[config.mk]
export PLATFORM = sky130hd
export DESIGN_NAME = gera_asteroides
export DESIGN_NICKNAME = d
export VERILOG_FILES = /design/src/rtl/gera_asteroides.sv
export SDC_FILE = /design/constraint.sdc
export NUM_CORES = 1
export LEC_CHECK = 0
export BUFFER_PORTS_ARGS = -buffer_cell sky130_fd_sc_hd__buf_2
export CAP_MARGIN = 20
export CORE_MARGIN = 8
export CORE_UTILIZATION = 60
export DETAILED_ROUTE_END_ITERATION = 8
export PLACE_DENSITY = 0.84
export SKIP_CTS_REPAIR_TIMING = 1
export SLEW_MARGIN = 20
export SYNTH_ARGS = -nofsm -noshare
export SYNTH_HDL_FRONTEND = slang
export SYNTH_SLANG_ARGS = --single-unit
[constraint.sdc]
create_clock -name clock -period 4.3 [get_ports clock]
set_input_delay 0.86 -clock clock [delete_from_list [all_inputs] [get_ports clock]]
set_output_delay 0.86 -clock clock [all_outputs]
set_load 0.005 [all_outputs]
[src/rtl/gera_asteroides.sv]
// rtl/gera_asteroides.sv - periodic asteroid spawner: finds the first free slot and writes a new asteroid at the screen edge
module gera_asteroides #(
  parameter int          N_ASTE       = 16,
  parameter int          ADDR_W       = 4,
  parameter int          COORD_W      = 4,
  parameter int          SPAWN_PERIOD = 1000,
  parameter logic [7:0]  LFSR_SEED    = 8'hA5
) (
  input  logic               clock,
  input  logic               reset,
  input  logic               enable_jogo,
  input  logic               busy_move,
  input  logic               mem_loaded,
  output logic [ADDR_W-1:0]  mem_addr,
  output logic               mem_we,
  output logic [COORD_W-1:0] mem_wr_x,
  output logic [COORD_W-1:0] mem_wr_y,
  output logic [1:0]         mem_wr_opcode,
  output logic               mem_wr_loaded,
  output logic               busy_spawn,
  output logic               spawn_done,
  output logic               mem_full,
  output logic [3:0]         db_estado
);

  localparam int                 CNT_W     = $clog2(SPAWN_PERIOD);
  localparam logic [CNT_W-1:0]   CNT_MAX   = CNT_W'(SPAWN_PERIOD - 1);
  localparam logic [ADDR_W-1:0]  ADDR_LAST = ADDR_W'(N_ASTE - 1);
  localparam logic [COORD_W-1:0] COORD_MAX = '1;

  typedef enum logic [3:0] {
    INICIO     = 4'd0,
    ESPERA     = 4'd1,
    RESETA     = 4'd2,
    VERIFICA   = 4'd3,
    INCREMENTA = 4'd4,
    GERA       = 4'd5,
    ESCREVE    = 4'd6,
    SINALIZA   = 4'd7,
    CHEIA      = 4'd8
  } estado_t;

  estado_t            estado, prox_estado;
  logic [CNT_W-1:0]   contador;
  logic               pendente;
  logic               tick;
  logic [7:0]         lfsr;
  logic [COORD_W-1:0] r_coord;

  assign tick          = enable_jogo && (contador == CNT_MAX);
  assign r_coord       = lfsr[COORD_W+1:2];
  assign mem_wr_loaded = 1'b1;

  // A tick always wins over the RESETA clear so a request arriving as a scan starts is not lost.
  always_ff @(posedge clock or posedge reset) begin
    if (reset) begin
      contador <= '0;
      pendente <= 1'b0;
    end else if (!enable_jogo) begin
      contador <= '0;
      pendente <= 1'b0;
    end else if (tick) begin
      contador <= '0;
      pendente <= 1'b1;
    end else begin
      contador <= contador + 1'b1;
      if (estado == RESETA)
        pendente <= 1'b0;
    end
  end

  always_ff @(posedge clock or posedge reset) begin
    if (reset)
      lfsr <= LFSR_SEED;
    else
      lfsr <= {lfsr[6:0], lfsr[7] ^ lfsr[5] ^ lfsr[4] ^ lfsr[3]};
  end

  always_ff @(posedge clock or posedge reset) begin
    if (reset)
      estado <= INICIO;
    else
      estado <= prox_estado;
  end

  always_comb begin
    prox_estado = estado;
    mem_we      = 1'b0;
    spawn_done  = 1'b0;
    mem_full    = 1'b0;
    busy_spawn  = 1'b1;
    db_estado   = estado;
    case (estado)
      INICIO: begin
        busy_spawn  = 1'b0;
        prox_estado = ESPERA;
      end
      ESPERA: begin
        busy_spawn = 1'b0;
        if (pendente && !busy_move && enable_jogo)
          prox_estado = RESETA;
      end
      RESETA:     prox_estado = VERIFICA;
      VERIFICA: begin
        if (!mem_loaded)
          prox_estado = GERA;
        else if (mem_addr == ADDR_LAST)
          prox_estado = CHEIA;
        else
          prox_estado = INCREMENTA;
      end
      INCREMENTA: prox_estado = VERIFICA;
      GERA:       prox_estado = ESCREVE;
      ESCREVE: begin
        mem_we      = 1'b1;
        prox_estado = SINALIZA;
      end
      SINALIZA: begin
        spawn_done  = 1'b1;
        prox_estado = ESPERA;
      end
      CHEIA: begin
        mem_full    = 1'b1;
        prox_estado = ESPERA;
      end
      default: begin
        busy_spawn  = 1'b0;
        db_estado   = 4'hF;
        prox_estado = INICIO;
      end
    endcase
  end

  // The new asteroid enters on the edge opposite to its direction of travel.
  always_ff @(posedge clock or posedge reset) begin
    if (reset) begin
      mem_addr      <= '0;
      mem_wr_x      <= '0;
      mem_wr_y      <= '0;
      mem_wr_opcode <= 2'b00;
    end else begin
      case (estado)
        RESETA:     mem_addr <= '0;
        INCREMENTA: mem_addr <= mem_addr + 1'b1;
        GERA: begin
          mem_wr_opcode <= lfsr[1:0];
          case (lfsr[1:0])
            2'b00: begin mem_wr_x <= '0;        mem_wr_y <= r_coord;   end
            2'b01: begin mem_wr_x <= COORD_MAX; mem_wr_y <= r_coord;   end
            2'b10: begin mem_wr_x <= r_coord;   mem_wr_y <= '0;        end
            2'b11: begin mem_wr_x <= r_coord;   mem_wr_y <= COORD_MAX; end
            default: ;
          endcase
        end
        default: ;
      endcase
    end
  end

endmodule
* Word level (Yosys, flattened, before mapping)
Index checks and enable logic that the tools add are counted.
** Storage, ports and cells
- Register bits :: 37
- Input port bits :: 5
- Output and inout port bits :: 23
- Word-level logic and storage cells :: 58
** Cells by class
- Add/subtract/negate cells :: 2
- Eq/ne operators :: 15
- Muxes and demuxes :: 17
- Bitwise gates (word level) :: 3
- Reduce and logical (&&, ||, !) cells :: 13
** Operators with widths (count)
- 4-bit case mux with 3 select lines :: 2
- 4-bit case mux with 6 select lines :: 1
- 10-bit two-way mux :: 2
- 4-bit by 3-bit == test with 1-bit output, second input constant :: 4
- 4-bit two-way mux :: 4
- 10-bit by 1-bit adder with 10-bit output, second input constant :: 1
- 10-bit == test, second input constant :: 1
- 9-bit OR reduction :: 1
- 4-bit by 2-bit == test with 1-bit output, second input constant :: 2
- 4-bit == test, second input constant :: 2
- 4-bit case mux with 2 select lines :: 1
- 1-bit two-way mux :: 7
- 7-bit OR reduction :: 1
- 2-bit OR reduction :: 3
- 4-bit by 1-bit adder with 4-bit output, second input constant :: 1
- 2-bit == test, second input constant :: 2
- 4-bit by 1-bit == test with 1-bit output, second input constant :: 1
- 4-bit zero test :: 1
- 1-bit logical AND :: 3
- 3-bit by 1-bit inequality test with 1-bit output, second input constant :: 1
- 3-bit OR reduction :: 1
- 1-bit XOR :: 3
- 2-bit by 1-bit == test with 1-bit output, second input constant :: 1
- 2-bit zero test :: 1
- 3 further kinds :: 3

* Depth between registers and ports, before layout
Gate-level depths: netlist (run 1).
- Depth after elaboration :: 5
- Gate-level depth with buffers :: 6
- Depth with buffers taken out :: 4

* Worst setup path before layout (run 1)
OpenSTA, ideal clock, no wires.
- Path kind :: reg-to-output
- Start point :: reg estado[1]
- End point :: out busy_spawn
- Arrival time :: 1.162 ns
- Data required time :: 3.440 ns
- Path slack :: 2.278 ns
- Cell stages (with the launch flop) :: 4
- Path buffers :: 1
- Cell sequence :: dfrtp_1 clkbuf_1 nor4b_1 o21bai_1
** On the way
- Word-level cells in the longest chain between the ends :: 3
- Elaborated cells between the ends (all ways) :: 9
- Classes of those cells :: eq/ne (7); mux (1); reduce/logical (1)
** Ends and longest elaborated chain
- start: declaration :: line 43 : estado_t estado, prox_estado;
- start signal: assignment :: line 83 : estado <= prox_estado;
- 4-bit by 2-bit == test with 1-bit output (tied with other cells) :: line 93 : case (estado)
- 7-bit OR reduction (no source line) (*)
- 1-bit two-way mux (*) :: line 93
- end: declaration :: line 20 : output logic busy_spawn,
Every way passes the cells marked *; elsewhere a longest branch is shown, timed or not.

* Final worst setup path (run 1)
Same ends and word-level chain as after synthesis.

==> results.md, run 1 <==
- The run finished with clean final reports.
- Counting every sink on the clock net gives 37.
- At the end of routability-driven placement, the weighted congestion stood at around 0.75.
- Entering global routing, the biggest net connects 38 pins.
- The average vias per placed instance is 6.03.
- The critical setup path kind is flop to output pin.
- The final setup TNS is 0 ps.
- The net switching power is between 0.4 and 0.5 mW.
- Once layout is complete, the cells apart from fillers number about 230.
- The met3 track demand over resource is ~4.5%.
- The maximum clock path buffer count is 2.
- At the pin with the least slew margin, the transition time is around 630 ps.
- The detail route stage leaves a number of antenna-violating nets equal to 0.
- The H-tree depth is 2.
- The register clock-pin slew on the reported worst setup and hold paths is ~120 ps.
- The worst pin sits at a relative slew slack of a little under 60%.
- Among all flip-flop cells after synthesis, the most frequent one is sky130_fd_sc_hd__dfrtp_1.
- The ratio of cells with drive above 1 in the final layout is 21.0%.
- Sorting the synthesized cells by area gives the leading types as sky130_fd_sc_hd__dfrtp_1 46%, sky130_fd_sc_hd__dfstp_2 5.8%, sky130_fd_sc_hd__a21oi_1 5.0%, sky130_fd_sc_hd__nor2_1 3.6%, sky130_fd_sc_hd__mux2i_1 2.8%.
- In the finished design, the share of the clock period the worst path needs comes to approximately 60%.
- Global routing used 14.9% of the available tracks across all layers.
- Setup repair after global routing left no endpoint under its margin.
- The count of synthesis-stage warnings from yosys is 0.
- The final-report max-slew violation count was 0.
- On the worst path, the slowest cell contributes a delay of between 600 and 700 ps.
- The first global-routing pass estimated about 6 mm of wire.
- The busiest layer in global routing is met2.
- The worst-path cell with the longest stage delay is sky130_fd_sc_hd__dfrtp_1.
- The largest driver fanout on the critical path is 24.
- The sequential cells in the finished layout cover a total of around 930 µm².
- For this run the aggregate overflow at the end of global routing stands at 0.
- The clock buffer count from CTS is 5.
- The multi-input combinational cells in the finished layout cover a total of about 770 µm².
- Of the post-synthesis cell area, the dominant cell type holds about 46%.
- The endpoint arrival time on the critical path is 1720 ps.
- The synthesized area per cell is a little over 10 µm².
- Setup violations remaining at the end of the flow were counted as 0.
- The synthesized netlist contains 49 unique library cells.
- The number of nets produced by synthesis is about 190.
- The analysis attributes to cell leakage a power of 0.877 nW.
- Once layout is done, the placed cells without fillers occupy ~2000 µm².
- The core region is ~3000 µm².
- The final hold slack is 363 ps.
- The detailed-placement wirelength estimate is 2.50 mm.
- The peak supply drop is ~0.29 mV.
- The met2 track utilization from global routing is roughly 24%.
- The wire length per cell after detailed routing is between 15 and 20 µm.
- The DRC violation count after routing is 0.
- The aggregate routed wire length is approximately 3.6 mm.
- Combinational cells account for 31.1% of the total power.
- The kind of cell adding the most delay to the critical path is flip-flops.
- The final route contains roughly 1,400 vias.
- The number of antenna diodes in the final layout is 0.
- The core utilization of the finished layout is roughly two thirds.
- The required time of the worst setup path is 3440 ps.
- The mapped cell area is about 1800 µm².
- The effective utilization at floorplan is ~60%.
- During placement, the flow inserted port buffers numbering 26.
- The buffering stage count on the worst path with inverters included is 1.
- The TritonCTS clock tree is built.
- The number of global-route vias before repair is ~1,400.
- The placed instance count is between 200 and 250.
- The count of final hold-check violations is 0.
- The final net count is slightly above 200.
- The growth of design area from synthesis to finish is 11.2%.
- The initial antenna violation count was 0.
- Before antenna repair, the detailed router went through 4 iterations.
- Counting the fill cells in the layout gives around 230.
- The width of the chip is roughly 71 µm.
- Net switching is between 30 and 40% of the power.
- The number of DRC markers after the initial detailed-route iteration is 111.
- Sequential cells were found to cover roughly half of the synthesized design area.
- Power spread over the standard cell area amounts to between 500 and 600 nW/µm².
- The top cell type by total area after synthesis is sky130_fd_sc_hd__dfrtp_1.
- The internal power of the cells totals a little over 0.7 mW.
- The area enclosed by the die boundary is between 5000 and 6000 µm².
- The root buffer cell is sky130_fd_sc_hd__clkbuf_4.
- The number of flops mapped to enable cells by yosys is 0.
- STA classifies the critical path endpoint as an output pin.
- The count of state elements after synthesis is 37.
- The achievable clock frequency is between 300 and 400 MHz.
- The number of violations of the max-capacitance limit is 0.
- Across the routed clock network, the largest skew measured is between 10 and 15 ps.
- The area of placed instances is approximately 1900 µm².
- After synthesis, the share of flip-flops with an asynchronous set or reset is 100%.
- For the worst-skew pair, the clock arrives at the later sink with an insertion delay of 350 ps.
- The I/O pin count is 28.
- The sequential power share is 47.4%.
- The clock network accounts for 21.5% of the total power.
- STA classifies the critical path startpoint as a flop.
- In this run the vertical extent of the chip is about 71 µm.
- The gate count of the mapped netlist is 178.
- The shortest period the worst path allows is ~2600 ps.
- The initialized floorplan defines 20 standard-cell rows.
- The critical path goes through nor4b_1 > o21bai_1 > buf_2.
- The met1 global-route usage is 16.8%.
- The path type of the worst min-delay path is flop to flop.
kinds of logic (layout without fill, tap and decap cells):
kind of cell	Yosys count	count (layout)	synth area share, %
adder cells (fa/ha/maj)	2	2	1.39
other	1	1	0.209
flip-flops	37	37	51.8
buffers and inverters	21	43	5.08
AO/OA/AOI/OAI	46	46	16.2
AND/OR/NAND/NOR	58	58	18.3
multiplexers	7	7	4.04
XOR/XNOR	6	6	2.93
cells in the mapped netlist, types with 4 or more instances:
library cell / n
sky130_fd_sc_hd__a21oi_1: 18
sky130_fd_sc_hd__buf_2: 4
sky130_fd_sc_hd__clkbuf_1: 6
sky130_fd_sc_hd__dfrtp_1: 33
sky130_fd_sc_hd__dfstp_2: 4
sky130_fd_sc_hd__inv_1: 8
sky130_fd_sc_hd__mux2i_1: 5
sky130_fd_sc_hd__nand2_1: 7
sky130_fd_sc_hd__nand2b_1: 4
sky130_fd_sc_hd__nor2_1: 17
sky130_fd_sc_hd__nor4b_1: 4
sky130_fd_sc_hd__o21ai_0: 8
power by group through the flow:
| stage | sequential [mW] | combinational (mW) | clock [mW] |
|---|---|---|---|
| floorplan | 0.496 | 0.278 | 0 |
| global placement | 0.535 | 0.340 | 0 |
| CTS | 0.539 | 0.360 | 0.252 |
| detailed placement | 0.547 | 0.357 | 0 |
| finish | 0.541 | 0.355 | 0.246 |
| global route | 0.559 | 0.399 | 0.262 |
sequential cells by signal (all words and copies together), names as in the netlist:
signal	flops
contador	10
estado	4
mem_addr	4
mem_wr_opcode	2
mem_wr_y	4
pendente	1
mem_wr_x	4
lfsr	8
worst register-to-register path: stages, from the launching register on:
cell	delay [ps]
sky130_fd_sc_hd__dfrtp_1	630
sky130_fd_sc_hd__and4bb_1	780
sky130_fd_sc_hd__mux2_1	390
metal layers:
metal | routed length [µm] | vias to the layer above
li1 | - | 678
met1 | 1520 | 672
met2 | 1810 | 45
met3 | 217 | 11
met4 | 83 | 0
met5 | 0 | -
metrics by stage:
stage,total power [mW],worst slack (ps)
2_1_floorplan,0.773,2280
3_3_place_gp,0.875,2230
3_5_place_dp,0.904,2130
4_1_cts,1.15,1710
5_1_grt,1.22,1560
6_report,1.14,1720
path summary, 6_finish.rpt:
kind / startpoint / endpoint / slack [ps] / depth (start not counted)
worst max-delay path: estado[1]$_DFFE_PP0P_ / busy_spawn / 1720 / 3
worst max register to register: estado[1]$_DFFE_PP0P_ / mem_wr_opcode[0]$_DFFE_PP0P_ / 2390 / 2
max in group asynchronous: reset / lfsr[0]$_DFF_PP1_ / 3360 / 3
worst min register to register: lfsr[6]$_DFF_PP0_ / lfsr[7]$_DFF_PP1_ / 360 / 0
worst min-delay path: lfsr[6]$_DFF_PP0_ / lfsr[7]$_DFF_PP1_ / 360 / 0
min in group asynchronous: reset / contador[4]$_DFF_PP0_ / 570 / 3
layout make-up:
cell class / instances / share of cell area (%)
multi-input combinational: 120 / 38.8
sequential: 37 / 46.6
clock inverter: 3 / 2.32
clock buffer: 5 / 1.88
tap: 33 / 2.07
inverter: 8 / 1.50
timing repair buffer: 27 / 6.89
layout by cell type (no fill, tap or decap), types with 3 or more instances in the layout:
cell                       Yosys  final
sky130_fd_sc_hd__dfrtp_1      33     33
sky130_fd_sc_hd__buf_2         4     26
sky130_fd_sc_hd__a21oi_1      18     18
sky130_fd_sc_hd__nor2_1       17     17
sky130_fd_sc_hd__inv_1         8      8
sky130_fd_sc_hd__o21ai_0       8      8
sky130_fd_sc_hd__nand2_1       7      7
sky130_fd_sc_hd__mux2i_1       5      5
sky130_fd_sc_hd__clkbuf_4      0      5
sky130_fd_sc_hd__nor4b_1       4      4
sky130_fd_sc_hd__nand2b_1      4      4
sky130_fd_sc_hd__dfstp_2       4      4
sky130_fd_sc_hd__nand3_1       3      3
sky130_fd_sc_hd__nand4_1       3      3
sky130_fd_sc_hd__o211ai_1      3      3
sky130_fd_sc_hd__xor2_1        3      3
sky130_fd_sc_hd__xnor2_1       3      3
Power figures use the tool's default switching activity.
==> run 2, diff against run 1 <==
- ABC_AREA: unset -> 1
- CORE_UTILIZATION: 60 -> 55
- PLACE_DENSITY: 0.84 -> 0.78
- clock period: 4.3 -> 2.6 ns (I/O delays scaled with it)
==> run 2 against run 1 <==
Net effect:
- setup slack got worse by 1000 ps
- sequential cell count unchanged
- design area decreased by 1.1%
- cell count increased by 22%
- clock skew grew 4.9 ps
- die area grew 4.2%
- via count decreased by 2.1%
- critical endpoint is now db_estado[0]
- largest power group unchanged
==> results.md, run 2 <==
- By area, the combinational part of the netlist is dominated by simple AND/OR/NAND/NOR gates.
- The flow ran to the end, and the final reports show no timing, DRC or antenna violations.
- The number of port buffers came to 26 (unchanged).
- The initial antenna violation count is 0 (unchanged).
- The maximum clock path buffer count is 2 (unchanged).
- The final cell count without fillers is 284 (+22%).
- The setup violation total in the final timing report is 0 (unchanged).
- The latest clock arrival within the worst-skew pair is 350 ps (about the same).
- Leaving out fill and tap cells, the most frequent cells in the layout are 65 x sky130_fd_sc_hd__nand2_1, 33 x sky130_fd_sc_hd__dfrtp_1, 31 x sky130_fd_sc_hd__nor2_1.
- Counting instances in the post-synthesis netlist gives the leading cell types as 65 x sky130_fd_sc_hd__nand2_1, 33 x sky130_fd_sc_hd__dfrtp_1, 31 x sky130_fd_sc_hd__nor2_1.
- The number of flops mapped to enable cells by yosys is 0 (unchanged).
- The largest net degree at the start of global routing came to 38 (unchanged).
- The xor and xnor fraction of the mapped netlist area is 3.53% (+0.61 points).
- The count of clock tree sinks is 37 (unchanged).
- The global router's overall resource usage is 14.0% (-0.95 points).
- The endpoint arrival time on the critical path is 1380 ps (-340 ps).
- The sequential element share of the synthesized area was 53.6% (+1.8 points).
- The average vias per placed instance is 4.85 (-20%).
- The peak supply drop is 0.440 mV (+50%).
- The final antenna-violating net count came to 0 (unchanged).
- The total power per unit cell area is 749 nW/µm² (+31%).
- The final-report max-slew violation count is 0 (unchanged).
- The gate count of the mapped netlist is 210 (+18%).
- The launching point of the worst reg2reg path is estado[3]$_DFFE_PP0P_.
- The number of flip-flops under the largest register name is 10 (unchanged).
- The setup slack at placement is 1100 ps (-1030 ps).
- In the final layout, the registers with the most flip-flops are contador x10, lfsr x8.
- The wire length per cell after detailed routing is 11.6 µm (-26%).
- The post-route cell area came to 1980 µm² (-1.1%).
- The I/O pin count came to 28 (unchanged).
- The final hold slack came to 245 ps (-118 ps).
- The share of flip-flops with an asynchronous set or reset after synthesis is 100% (unchanged).
- The DRC violation count after routing is 0 (unchanged).
- The number of global-route vias before repair is 1,243 (-8.3%).
- The placed instance count is 276 (+23%).
- The number of DRC markers after the initial detailed-route iteration is 97 (-13%).
- The post-route clock skew is 19.3 ps (+4.85 ps).
- The area enclosed by the die boundary came to 5210 µm² (+4.2%).
- The synthesized area per cell is 8.27 µm² (-18%).
- The root buffer cell is sky130_fd_sc_hd__clkbuf_4.
- The critical setup path kind is flop to output pin.
- The register clock-pin slew on the reported worst setup and hold paths is 120 ps (about the same).
- The worst setup path is captured at an output pin.
- The TritonCTS clock tree is built.
- The final RePlAce weighted congestion is 0.925 (+23%).
- The iteration count of the initial detailed-routing pass is 4 (unchanged).
- The adder-cell area share of the yosys netlist was 1.44% (+0.048 points).
- The overall power consumption is 1.48 mW (+30%).
- The total congestion overflow after global routing is 0 (unchanged).
- The depth of the worst register-to-register path is 6 (+4).
- The most used standard cell by instance count after synthesis is sky130_fd_sc_hd__nand2_1.
- The width of the chip is 72.2 µm (+2.1%).
- The count of final hold-check violations is 0 (unchanged).
- The ratio of final minimum period to clock period is 73.1%.
- Ranked by total cell area, the synthesized netlist is headed by sky130_fd_sc_hd__dfrtp_1 48%, sky130_fd_sc_hd__nand2_1 14%, sky130_fd_sc_hd__nor2_1 6.7%, sky130_fd_sc_hd__dfstp_2 6.1%, sky130_fd_sc_hd__inv_1 4.3%.
- The path class of the tightest hold or removal check is input port to asynchronous set/reset pin.
- The worst setup path is launched from a flop.
- The count of synthesis-stage warnings from yosys is 0 (unchanged).
- The aggregate routed wire length is 3.30 mm (-9.2%).
- The final net count is 246 (+19%).
- The core utilization of the finished layout was 65.3% (-2.4 points).
- The filler cell count in the final layout came to 254 (+12%).
- The routed via count is 1,376 (-2.1%).
- The vertical extent of the die is 72.2 µm (+2.1%).
- The detailed-placement wirelength estimate is 2.42 mm (-3.0%).
- The achievable clock frequency is 526 MHz.
- The register-to-register path setup slack is 1150 ps (-1240 ps).
- The worst path in the final design needs a cycle of roughly 1900 ps, including I/O delays and setup.
- The final worst-path setup slack is 699 ps (-1030 ps).
- The critical register-to-register path endpoint is mem_wr_opcode[1]$_DFFE_PP0P_.
- The antenna diode instance count was 0 (unchanged).
- The area of placed instances came to 1890 µm² (-1.4%).
- The fraction of synthesized area in multiplexers was 0% (-4.0 points).
- The standard-cell row count was 20 (unchanged).
- The area fraction of the dominant cell type after synthesis came to 47.6% (+1.6 points).
- The static leakage was 1.06 nW (+21%).
- The H-tree depth was 2 (unchanged).
- The count of state elements after synthesis came to 37 (unchanged).
- The first-pass GRT wire length is 5.68 mm (-5.5%).
- The ratio of cells with drive above 1 in the final layout is 19.6% (-1.4 points).
- The top cell type by total area after synthesis is sky130_fd_sc_hd__dfrtp_1.
- The number of violations of the max-capacitance limit is 0 (unchanged).
- For this run, the leading register cell type out of synthesis is sky130_fd_sc_hd__dfrtp_1.
- Relative to the synthesized area, the layout overhead comes to 13.8%.
- The number of distinct library cell variants in the gate-level netlist after synthesis is 27 (-45%).
- Ranked by flip-flop count, first place goes to contador.
- The leading cell type in the layout, fill and taps excluded is sky130_fd_sc_hd__nand2_1.
- The required time of the worst setup path is 2080 ps (-1360 ps).
- The mapped cell area is 1740 µm² (-3.3%).
- The final setup TNS was 0 ps (unchanged).
- The post-synthesis share of cell area spent on and, or, nand and nor gates is 27.6% (+9.3 points).
- The clock buffer count from CTS is 5 (unchanged).
- The number of nets produced by synthesis was 217 (+17%).
- The compound-gate portion of the synthesized area came to 5.98% (-10 points).
- The placeable core region came to 3030 µm² (+2.5%).
- The largest driver fanout on the critical path is 5 (-79%).
- The effective utilization at floorplan came to 57.4% (-3.5 points).
- Setup repair after global routing left no endpoint under its margin.
## run 2: how the worst max path moves through the flow
stage,from,endpoint,slack [ps],depth (start not counted)
2_1_floorplan,reset,contador[0]$_DFF_PP0_,1250,1
6_report,estado[1]$_DFFE_PP0P_,db_estado[0],700,5
3_5_place_dp,estado[1]$_DFFE_PP0P_,db_estado[0],1100,5
3_3_place_gp,estado[1]$_DFFE_PP0P_,db_estado[2],1120,5
5_1_grt,estado[1]$_DFFE_PP0P_,db_estado[0],600,5
4_1_cts,estado[1]$_DFFE_PP0P_,db_estado[0],700,5
## run 2: cell families (layout without fill, tap and decap cells)
family / count (synthesis) / count (layout)
compound gates: 19 / 19
xor+xnor: 7 / 7
fa+ha+maj: 2 / 2
buf+inv: 29 / 59
flops: 37 / 37
other cells: 1 / 1
simple gates: 115 / 115
## run 2: worst max-delay path: stages (launching register included)
cell and delay [ps]:
sky130_fd_sc_hd__dfrtp_1 470, sky130_fd_sc_hd__nor2_1 150, sky130_fd_sc_hd__nand2_1 110, sky130_fd_sc_hd__nand2_1 130, sky130_fd_sc_hd__nand2_1 60, sky130_fd_sc_hd__buf_2 120
## run 2: layer usage
| metal | wire [µm] | track usage [%] | share of wire, % | vias up |
|---|---|---|---|---|
| met5 | 0 | 0 | 0 | - |
| met4 | 69 | 6.80 | 2.1 | 0 |
| met3 | 299 | 6.47 | 9.1 | 6 |
| met2 | 1360 | 20.0 | 41 | 47 |
| met1 | 1570 | 17.3 | 48 | 612 |
| li1 | - | - | - | 711 |
## run 2: power by group
part / switching, mW / internal, mW / leakage [nW]
Sequential: 0.0564 / 0.619 / 0.492
Combinational: 0.242 / 0.136 / 0.526
Clock: 0.198 / 0.228 / 0.0445
Total: 0.497 / 0.983 / 1.06
## run 2: layout make-up
type / instances / area, µm² / share of cell area (%)
Clock buffer: 6 / 51.3 / 2.59
Sequential cell: 37 / 931 / 47.1
Tap cell: 44 / 55.1 / 2.78
Inverter: 24 / 91.3 / 4.62
Clock inverter: 2 / 37.5 / 1.90
Timing Repair Buffer: 27 / 138 / 6.96
Multi-Input combinational cell: 144 / 673 / 34.1
==> run 3, diff against run 2 <==
- ABC_AREA: 1 -> 0
- clock period: 2.6 -> 1.9 ns (I/O delays scaled with it)
==> run 3 against run 2 <==
Net effect:
- register-to-register slack lost 790 ps
- combinational power up 140%
- via count is 2.5% higher
- sequential cell count unchanged
- sequential power grew 76%
- clock power increased by 32%
- hold slack worse by 140 ps
- sequential share of layout area is 1.8 points lower
- clock-buffer cell count shrank 1
- design area grew 4.3%
- highest routed layer unchanged
==> results.md, run 3 (same netlist as run 1, synthesis figures left out) <==
- The worst setup path startpoint is estado[1]$_DFFE_PP0P_.
- In the layout the commonest cells are 31 x sky130_fd_sc_hd__dfrtp_1, 26 x sky130_fd_sc_hd__buf_2, 18 x sky130_fd_sc_hd__a21oi_1.
- The effective utilization at floorplan is 58.4% (+1.0 points).
- The placed instance count is 240 (-13%).
- The setup violation total in the final timing report is 0 (unchanged).
- The standard-cell row count is 20 (unchanged).
- The final-report max-slew violation count is 0 (unchanged).
- The ratio of final minimum period to clock period is between 90% and 100%.
- The area enclosed by the die boundary is 5350 µm² (+2.7%).
- The wire length per cell after detailed routing is 15.1 µm (+30%).
- Setup repair after global routing left no endpoint under its margin.
- The largest driver fanout on the critical path is 12 (+7).
- The total power per unit cell area was 1290 nW/µm² (+73%).
- The critical setup path kind is flop to output pin.
- The register-to-register path setup slack is 360 ps (-790 ps).
- The vertical extent of the die is 73.2 µm (+1.3%).
- The static leakage is 0.898 nW (-15%).
- The number of port buffers was 26 (unchanged).
- The largest net degree at the start of global routing is 38 (unchanged).
- The routed via count was 1,411 (+2.5%).
- The number of violations of the max-capacitance limit is 0 (unchanged).
- The number of DRC markers after the initial detailed-route iteration is 83 (-14%).
- The post-route clock skew came to 7.54 ps (-11.7 ps).
- The final hold slack is 105 ps (-140 ps).
- The DRC violation count after routing is 0 (unchanged).
- The root buffer cell is sky130_fd_sc_hd__clkbuf_4.
- TritonCTS built the clock tree.
- The clock buffer count from CTS is 5 (unchanged).
- The count of clock tree sinks was 37 (unchanged).
- Compared with the post-synthesis result, the final layout area differs by 14.8%.
- The endpoint arrival time on the critical path is 1410 ps (+30 ps).
- In the final layout, the registers with the most flip-flops are contador x10, lfsr x8.
- The number of flip-flops under the largest register name is 10 (unchanged).
- The path type of the worst min-delay path is input port to asynchronous set/reset pin.
- The register clock-pin slew on the reported worst setup and hold paths came to 120 ps (about the same).
- The latest clock arrival within the worst-skew pair is 350 ps (about the same).
- The final net count was 210 (-15%).
- The iteration count of the initial detailed-routing pass is 4 (unchanged).
- The critical register-to-register path endpoint is contador[8]$_DFF_PP0_.
- The I/O pin count is 28 (unchanged).
- The H-tree depth is 2 (unchanged).
- The peak supply drop was 0.856 mV (+95%).
- The final antenna-violating net count is 0 (unchanged).
- The shortest period the worst path allows is 1790 ps.
- The initial antenna violation count is 0 (unchanged).
- STA classifies the critical path startpoint as a flop.
- The ratio of cells with drive above 1 in the final layout is 24.5% (+4.9 points).
- The aggregate routed wire length is 3.74 mm (+14%).
- The register with the most flip-flops is contador.
- The launching point of the worst reg2reg path is contador[0]$_DFF_PP0_.
- The final RePlAce weighted congestion came to 0.795 (-14%).
- The maximum clock path buffer count is 2 (unchanged).
- The average vias per placed instance came to 5.69 (+17%).
- The count of final hold-check violations is 0 (unchanged).
- The depth of the worst register-to-register path is 4 (-2).
- The global router's overall resource usage was 15.1% (+1.1 points).
- The antenna diode instance count is 0 (unchanged).
- The run finished with clean final reports.
- The total congestion overflow after global routing came to 0 (unchanged).
- Leaving out fill and tap cells, the most frequent cell in the layout is sky130_fd_sc_hd__dfrtp_1.
- The placeable core region is 3080 µm² (+1.7%).
- The category of the worst setup path capture point is an output pin.
- Timing would allow up to 560 MHz.
- The first-pass GRT wire length was 6.35 mm (+12%).
- The final worst-path setup slack is 113 ps (-586 ps).
- The detailed-placement wirelength estimate is 2.59 mm (+7.0%).
- The width of the chip is 73.2 µm (+1.3%).
- The setup slack at placement is 330 ps (-771 ps).
- The required time of the worst setup path came to 1520 ps (-560 ps).
- The final cell count without fillers is 248 (-13%).
- The number of global-route vias before repair came to 1,448 (+16%).
run 3: changes by cell type in the layout (fill, tap and decap cells not counted), moves of 3 or more:
| cell | before | now |
|---|---|---|
| sky130_fd_sc_hd__nand3_1 | 9 | 3 |
| sky130_fd_sc_hd__mux2i_1 | 0 | 5 |
| sky130_fd_sc_hd__buf_4 | 1 | 5 |
| sky130_fd_sc_hd__inv_2 | 3 | 0 |
| sky130_fd_sc_hd__o211ai_1 | 0 | 3 |
| sky130_fd_sc_hd__a21oi_1 | 4 | 18 |
| sky130_fd_sc_hd__nand2_1 | 65 | 7 |
| sky130_fd_sc_hd__inv_1 | 20 | 8 |
| sky130_fd_sc_hd__nor2_1 | 31 | 16 |
| sky130_fd_sc_hd__nor4b_1 | 0 | 3 |
| sky130_fd_sc_hd__nand2b_1 | 0 | 4 |
run 3: layer usage:
| metal | vias to the layer above | share of wire, % | GRT usage, % |
|---|---|---|---|
| li1 | 687 | - | - |
| met1 | 673 | 44 | 17.7 |
| met2 | 45 | 48 | 24.3 |
| met3 | 6 | 6.8 | 5.63 |
| met4 | 0 | 1.2 | 5.78 |
| met5 | - | 0 | 0 |
run 3: layout make-up:
class                   instances  area, µm²
well taps                      44       55.1
flip-flops and latches         37        933
clock buffers                   5       37.5
repair buffers                 31        168
fillers                       249       1020
multi-input cells             120        792
inverters                       8       30.0
clock inverters                 3       46.3
run 3: worst max-delay path by stage:
stage                       endpoint  depth (start not counted)
after global routing      busy_spawn                          3
final                     busy_spawn                          3
after CTS                 busy_spawn                          3
after detailed placement  busy_spawn                          3
after floorplan           busy_spawn                          3
after global placement    busy_spawn                          3
run 3: power by group:
group | internal [mW] | total, mW | switching (mW)
Sequential | 0.969 | 1.19 | 0.219
Clock | 0.279 | 0.561 | 0.283
Combinational | 0.432 | 0.918 | 0.486
Total | 1.68 | 2.67 | 0.987
run 3: critical path, stage by stage, from the launching register on:
cell	delay (ps)
sky130_fd_sc_hd__dfrtp_2	510
sky130_fd_sc_hd__nor4b_4	290
sky130_fd_sc_hd__o21bai_1	140
sky130_fd_sc_hd__buf_2	120
run 3: per-stage QoR:
stage | power, mW | instance area, µm² | utilization [%] | setup TNS, ps
after floorplan | 1.75 | 1800 | - | 0
after global placement | 2.04 | 1960 | 63.6 | 0
after detailed placement | 2.09 | 1960 | 63.6 | 0
after CTS | 2.66 | 2040 | 66.3 | -81.9
after global routing | 2.86 | 2060 | 67.0 | 0
final | 2.67 | 2060 | 67.0 | 0
